<file path="src/rtl/result_tx_sched_pkg.sv">
// Shared types and constants for the result readout scheduler.
// State encodings are fixed because they drive the segment display.
package result_tx_sched_pkg;

    localparam int AW = 11;
    localparam int RD_LAT = 2;

    typedef enum logic [3:0] {
        S_IDLE    = 4'd0,
        S_ADDR    = 4'd1,
        S_WAIT_RD = 4'd2,
        S_SEND    = 4'd3,
        S_WAIT_TX = 4'd4,
        S_NEXT    = 4'd5,
        S_DONE    = 4'd6
    } state_t;

    function automatic int log2n(input int n);
        int k;
        k = 0;
        for (int i = 0; i < 31; i++)
            if ((1 << i) < n) k = i + 1;
        return k;
    endfunction

endpackage

</file>
<file path="src/rtl/result_tx_sched_word_serializer.sv">
// Holds one 32-bit result word and hands it to the UART MSB byte first.
// A byte is retired only by a tx_done seen while waiting on the UART.
module result_tx_sched_word_serializer (
    input  logic        clk,
    input  logic        rst_n,
    input  logic        load,
    input  logic [31:0] word_in,
    input  logic        send_phase,
    input  logic        wait_phase,
    input  logic        tx_done,
    output logic [7:0]  tx_data,
    output logic        send,
    output logic        byte_done,
    output logic        last_byte_done
);

    logic [31:0] sr;
    logic [1:0]  b;

    assign tx_data = sr[31:24];
    assign send = send_phase;
    assign byte_done = wait_phase && tx_done;
    assign last_byte_done = byte_done && (b == 2'd3);

    always_ff @(posedge clk or negedge rst_n) begin
        if (!rst_n) begin
            sr <= '0;
            b  <= '0;
        end else if (load) begin
            sr <= word_in;
            b  <= '0;
        end else if (byte_done && (b != 2'd3)) begin
            sr <= sr << 8;
            b  <= b + 2'd1;
        end
    end

endmodule

</file>
<file path="src/rtl/result_tx_sched.sv">
// Walks result matrix C row-major, reads the owning PE RAM and
// streams each 32-bit element over the shared UART as 4 bytes.
module result_tx_sched
    import result_tx_sched_pkg::*;
#(
    parameter int N = 4
) (
    input  logic                         clk,
    input  logic                         rst_n,
    input  logic                         start,
    input  logic [7:0]                   res_h,
    input  logic [7:0]                   res_w,
    output logic [N-1:0][N-1:0][AW-1:0] ram_c_addr,
    input  logic [N-1:0][N-1:0][31:0]   ram_c_q,
    output logic [7:0]                   uart_tx_data,
    output logic                         uart_send_data,
    input  logic                         uart_tx_done,
    output logic                         busy,
    output logic                         done,
    output logic [3:0]                   state_val
);

    localparam int L = (N > 1) ? log2n(N) : 1;

    state_t        state, state_n;
    logic [7:0]    r, c, h, w, tw;
    logic [7:0]    nr, nc, tw_new;
    logic [3:0]    cnt;
    logic [AW-1:0] addr;
    logic [31:0]   q_sel;
    logic          load, byte_done, last_done;
    logic          dims_ok;

    function automatic logic [AW-1:0] addr_of(
        input logic [7:0] rr,
        input logic [7:0] cc,
        input logic [7:0] tww
    );
        return AW'(16'(rr >> L) * 16'(tww) + 16'(cc >> L));
    endfunction

    assign dims_ok = (res_h != 8'd0) && (res_w != 8'd0);
    assign tw_new = (res_w >> L) + 8'(|res_w[L-1:0]);
    assign q_sel = ram_c_q[r[L-1:0]][c[L-1:0]];
    assign ram_c_addr = {(N*N){addr}};
    assign busy = (state != S_IDLE) && (state != S_DONE);
    assign done = (state == S_DONE);
    assign state_val = state;

    always_comb begin
        state_n = state;
        load = 1'b0;
        nr = r;
        nc = c;
        if (c < w - 8'd1) begin
            nc = c + 8'd1;
        end else begin
            nc = 8'd0;
            nr = r + 8'd1;
        end
        unique case (state)
            S_IDLE:
                if (start) state_n = dims_ok ? S_ADDR : S_DONE;
            S_ADDR:
                state_n = S_WAIT_RD;
            S_WAIT_RD:
                if (cnt == 4'd0) begin
                    load = 1'b1;
                    state_n = S_SEND;
                end
            S_SEND:
                state_n = S_WAIT_TX;
            S_WAIT_TX:
                if (last_done) state_n = S_NEXT;
                else if (byte_done) state_n = S_SEND;
            S_NEXT:
                if (r == h - 8'd1 && c == w - 8'd1) state_n = S_DONE;
                else state_n = S_ADDR;
            S_DONE:
                state_n = S_IDLE;
            default:
                state_n = S_IDLE;
        endcase
    end

    // Address is registered on entry to ADDR so q lands RD_LAT cycles later.
    always_ff @(posedge clk or negedge rst_n) begin
        if (!rst_n) begin
            state <= S_IDLE;
            r     <= '0;
            c     <= '0;
            h     <= '0;
            w     <= '0;
            tw    <= '0;
            cnt   <= '0;
            addr  <= '0;
        end else begin
            state <= state_n;
            unique case (state)
                S_IDLE:
                    if (start && dims_ok) begin
                        h    <= res_h;
                        w    <= res_w;
                        tw   <= tw_new;
                        r    <= '0;
                        c    <= '0;
                        addr <= '0;
                    end
                S_ADDR:
                    cnt <= 4'(RD_LAT - 1);
                S_WAIT_RD:
                    if (cnt != 4'd0) cnt <= cnt - 4'd1;
                S_NEXT:
                    if (state_n == S_ADDR) begin
                        r    <= nr;
                        c    <= nc;
                        addr <= addr_of(nr, nc, tw);
                    end
                default: ;
            endcase
        end
    end

    result_tx_sched_word_serializer u_ser (
        .clk            (clk),
        .rst_n          (rst_n),
        .load           (load),
        .word_in        (q_sel),
        .send_phase     (state == S_SEND),
        .wait_phase     (state == S_WAIT_TX),
        .tx_done        (uart_tx_done),
        .tx_data        (uart_tx_data),
        .send           (uart_send_data),
        .byte_done      (byte_done),
        .last_byte_done (last_done)
    );

endmodule

</file>
<file path="config.mk">
export PLATFORM = sky130hd
export DESIGN_NAME = result_tx_sched
export DESIGN_NICKNAME = d
export VERILOG_FILES = /design/src/rtl/result_tx_sched_pkg.sv /design/src/rtl/result_tx_sched_word_serializer.sv /design/src/rtl/result_tx_sched.sv
export SDC_FILE = /design/constraint.sdc
export NUM_CORES = 1
export LEC_CHECK = 0
export ABC_CLOCK_PERIOD_IN_PS = 9000
export BUFFER_PORTS_ARGS = -buffer_cell sky130_fd_sc_hd__buf_4
export CAP_MARGIN = 10
export CORE_AREA = 2 2 284 286
export DETAILED_ROUTE_END_ITERATION = 8
export DIE_AREA = 0 0 286 288
export HOLD_SLACK_MARGIN = 0.08
export PLACE_DENSITY = 0.31
export SYNTH_ARGS = -nofsm -noshare
export SYNTH_HDL_FRONTEND = slang
export SYNTH_SLANG_ARGS = --single-unit
</file>
<file path="constraint.sdc">
create_clock -name clk -period 9 [get_ports clk]
set_clock_uncertainty 0.1 [all_clocks]
set_input_delay 0.9 -clock clk [delete_from_list [all_inputs] [get_ports clk]]
set_output_delay 0.9 -clock clk [all_outputs]
set_load 0.05 [all_outputs]
</file>
# Word level (Yosys, flattened, before mapping)
# Cells that the tools add are included.
# W data, S select, Z words.
# word_totals
ff_bits	93
# classes
addsub	8
multipliers	1
n_lt_le_gt_ge	3
eq_ne	16
muxes	29
n_reduce_logical	21
# ops
operator	count
$bmux W128 S2	1
$mux W128	1
$mux W32	3
$bmux W32 S2	1
$mux W8	5
$pmux W8 S2	2
$pmux W4 S6	1
$mux W11	2
$pmux W11 S2	1
$mux W4	5
$add A8 B1 Y8 const B	2
$eq A8 B8 Y1	2
$reduce_bool A8 Y1	2
$sub A8 B1 Y8 const B	2
$eq A4 B3 Y1 const B	3
$add A11 B6 Y11	1
$mul A6 B8 Y11	1
$ne A2 B2 Y1 const B	5
$eq A4 B1 Y1 const B	2
$eq A4 B2 Y1 const B	2
$logic_not A4 Y1	2
$lt A8 B8 Y1	1
$pmux W4 S2	1
$reduce_bool A4 Y1	2
15 further kinds	28

# Longest topological paths before layout
# depth
ltp_word	8
depth_mapped	29
ltp_nobuf	28

# Hierarchy
# Synthesis repeated with hierarchy kept, for this count alone.
# hier_totals
hier_cells	1042
area_unflattened_um2	11310.8
# by_module_without_submodules
mod	instances	cells_per_inst	area_each_um2	seq_area_each_um2
result_tx_sched	1	856	9669.3	1451.4
result_tx_sched_word_serializer	1	186	1641.6	850.8

# Worst setup path after synthesis
# OpenSTA, ideal clock, no wires.
# synth_timing
path_kind	flip-flop to flip-flop
from	reg c[0]
to	reg addr[10]
setup_time_ps	69
arrival_time_ps	6546
required_time_ps	8831
slack_ps	2286
stages_incl_launch_ff	30
n_path_buf	4
synth_period_minus_slack_ps	6714
path_cell_list	dfrtp_1 clkbuf_1 buf_2 buf_2 inv_1 ha_1 nor2b_1 o211a_1 o21a_1 or2_2 clkbuf_1 nand4_1 xor2_2 nor2b_1 fa_1 inv_1 fa_1 inv_1 fa_1 inv_1 fa_1 inv_1 ha_1 nor4_1 nor3_1 a221oi_2 xnor2_1 a31o_1 a2111oi_2 a311o_1
# synth_via
elab_chain_cells	7
elab_cells_between_ends	15
cone_classes	add/sub: 2; mul: 1; order compare: 1; eq/ne: 3; mux: 6; reduce/logical: 2
# synth_lines
element	line_no	text
start: declaration	result_tx_sched.sv:26	logic [7:0] r, c, h, w, tw;
start signal: assignment	result_tx_sched.sv:116	c <= nc;
branches (longest 7 deep; another with $mul A6 B8 Y11)	n/a	
end signal: assignment	result_tx_sched.sv:117	addr <= addr_of(nr, nc, tw);
end: declaration	result_tx_sched.sv:29	logic [AW-1:0] addr;
# Parallel ways; which one is timed is not known. The select of a mux whose other input is x is not followed.
# A chain may end at the register's enable or synchronous reset.

# Worst setup path in the final report
# layout_timing
from	reg w[2]
to	reg addr[10]
# layout_via
elab_chain_cells	8
elab_cells_between_ends	15
cone_classes	add/sub: 2; mul: 1; order compare: 1; eq/ne: 3; mux: 6; reduce/logical: 2
# layout_lines
element	line_no	text
start: declaration	result_tx_sched.sv:26	
start signal: assignment	result_tx_sched.sv:103	w <= res_w;
$sub A8 B1 Y8 (*)	result_tx_sched.sv:55, result_tx_sched.sv:77	
branches (longest 7 deep; another with $mul A6 B8 Y11)	n/a	
# Every way passes the cells marked *. The select of a mux whose other input is x is not followed.

==> metrics.yaml <==
synthesis:
  synth_warnings: 0
  synth.area.top_cells: "mux4_2 32%, dfrtp_1 20%, buf_4 12%"
  ys_seq_area_frac: 0.205
  synth_top_area_frac: 0.321
  synth_cell_types: 63
  synth_top_cell_by_area: "mux4_2"
  avgSynthCellArea_sq_um: 11.0
  ys.flop_type: "dfrtp_1"
  synth_nets: 1620
  synth_area_sq_um: 11200
  synth_edf_count: 0
  postSynthRegisterBits: 92
  syn_inst: 1023
  async_reset_ff_frac: 1.00
drt:
  drt-wirelength-per-cell_um: 23.8
  ant_nets: 0
  wl_um: 62200
  dr.max_layer_used: "met4"
  met1Wirelength_um: 21300
  wl_met3_um: 4000
  via_count: 10395
  via_per_inst: 3.98
  wl_met2_um: 35500
  drc: 0
  first_iter_violations: 551
  drt-pass1-iter-count: 5
job:
  max_cap_violations: 0
clocking:
  clk_latency_ns: 0.37
  cts_buffers: 9
  post_cts_buffers: 0
  holdBufCountCts: 0
  cts.htree.levels: 3
  post_cts_resized: 0
  cts.sinks: 92
  cts_tree: "yes"
  clk_path_buf_depth: 2
  cts.reportedPaths.clkPinSlew_ns: 0.08
  ctsRootBufferMaster: "clkbuf_16"
pwr:
  powerDensity_nw_per_um2: 144
  p_leak_nw: 7.47
  sw_frac_of_total: 0.419
  p_sw_w: 0.00102
  comb_power_share: 0.550
  seqPwrFrac: 0.288
  p_int_w: 0.00141
  ir_worst_vdd_v: 0.0000877
  clock_power_share: 0.162
  power_w: 0.00242
min_path:
  hold_path.class: "in -> async"
timing:
  worst_pin_slew_ns: 0.997
  layout_setup_ws_ns: 1.67
  hold_viol: 0
  grt_setup_unrepaired: "false"
  setup_viol: 0
  tns_ns: 0
  period_share: 0.814
  slew_headroom: 0.335
  maxSlewViolCount: 0
  finalCriticalPeriod_ns: 7.33
  timing.fmax_mhz: 136
layout:
  layout_common_cells: "733 x buf_4, 160 x mux4_2, 93 x nand2_1, 88 x dfrtp_1, 42 x ha_1"
  final_common_cell: "buf_4"
  layout.cells.non_filler: 2614
  area_growth_pct: 49.7
  layout-drive-gt1-share: 0.616
  final_util: 0.211
  fin_nets: 2134
floorplan:
  die_area_sq_um: 82400
  start_util: 0.141
  rows: 104
  die_h_um: 288
  fp.dieW_um: 286
  ios: 723
  core_sq_um: 79600
critical_path:
  crit_path_start_kind: "flop"
  required_ns: 9.16
  critical_path_class: "reg -> reg"
  startpoint: "w[2]"
  path_max_fanout: 8
  reg2reg_slack_ns: 1.67
  reg2reg_to: "addr[10]"
  crit_arrival_ns: 7.49
  ff2ff_path_depth: 26
  r2r_start: "w[2]"
  cp-end-kind: "flop"
global_routing:
  grt_pass1_vias: 11114
  antenna_found_initial: 35
  grt_max_degree: 95
  track_usage: 0.146
  grt_pass1_wl_um: 85000
  gr-total-overflow: 0
placement:
  hpwl_um: 53700
  place_ws_ns: 1.61
  dp.cells: 2586
  io_buffer_count: 722
  place_congestion: 0.853
run_status:
  status: "complete, no violations"
## critical path: stages, from the launching register on
cell and delay, ns:
dfrtp_1 0.42, nor2_1 0.15, nand3_1 0.12, nor4_1 0.25
xnor2_1 0.11, ha_1 0.31, nand2_1 0.05, o21ai_0 0.49
nor2_1 0.23, or3_1 0.42, xor2_1 0.47, nand2b_1 0.22
fa_1 0.42, fa_1 0.49, inv_1 0.05, fa_1 0.47
inv_1 0.05, fa_1 0.52, inv_1 0.04, ha_1 0.33
nor4_1 0.28, nor3_1 0.10, a221oi_2 0.27, xnor2_1 0.21
nand4_1 0.18, nor4bb_1 0.18, a311o_1 0.29
## registers in the layout, summed over array words and instances (netlist names)
name,cells
r,8
u_ser.sr,32
w,8
cnt,4
tw,7
h,8
state_val,4
addr,11
c,8
u_ser.b,2
## power groups by stage
stage               registers [W]  logic, W  clock network (W)
detailed placement       0.000708   0.00136                  0
global placement         0.000707   0.00136                  0
floorplan                0.000668  0.000866                  0
finish                   0.000697   0.00133           0.000392
global route             0.000723   0.00144           0.000427
CTS                      0.000700   0.00137           0.000412
## cell type report
| type | count | area, sq um |
|---|---|---|
| multi-input combinational | 663 | 7200 |
| clock buffer | 12 | 256 |
| inverter | 37 | 139 |
| sequential | 92 | 2310 |
| antenna | 12 | 30.0 |
| clock inverter | 4 | 30.0 |
| tap | 1060 | 1330 |
| fill | 8798 | 62800 |
| timing repair buffer | 734 | 5520 |
## cell families after synthesis
logic type      count (synthesis)  share of synthesized area
simple gates                  262                      0.113
other cells                     1                   0.000334
compound gates                121                     0.0709
buf+inv                       268                      0.155
fa+ha+maj                      65                     0.0878
flops                          92                      0.205
mux                           178                      0.339
xor+xnor                       36                     0.0294
## routing by layer
layer / vias up / global-route usage
met1: 5136 / 0.149
li1: 4671 / -
met5: - / 0
met3: 81 / 0.0356
met2: 507 / 0.289
met4: 0 / 0.0454
## synthesized netlist by cell type (all sizes together), types with 4 or more instances
master / number
mux2: 18
or2: 7
nor4: 5
inv: 37
xor2: 17
mux4: 160
a22oi: 17
buf: 209
nand3: 34
a21o: 7
nor2: 41
ha: 42
and3: 7
nand2b: 10
nor2b: 31
a21oi: 17
clkbuf: 22
nand2: 93
fa: 23
o31ai: 4
nand4: 5
o22ai: 7
dfrtp: 92
o21ai: 45
nor3: 12
and2: 6
xnor2: 19
## stage by stage
stage / cell area [sq um] / hold slack [ns]
after floorplan: 11200 / 0.348
after global placement: 16500 / 0.382
after detailed placement: 16500 / 0.384
after CTS: 16800 / 0.399
after global routing: 16800 / 0.413
final: 16800 / 0.387
## how the worst max path moves through the flow
stage | end | cells past startpoint
2_1_floorplan | addr[10] | 29
3_3_place_gp | addr[10] | 26
3_5_place_dp | addr[10] | 26
4_1_cts | addr[10] | 26
5_1_grt | addr[10] | 26
6_report | addr[10] | 26
(Power assumes the default switching activity.)
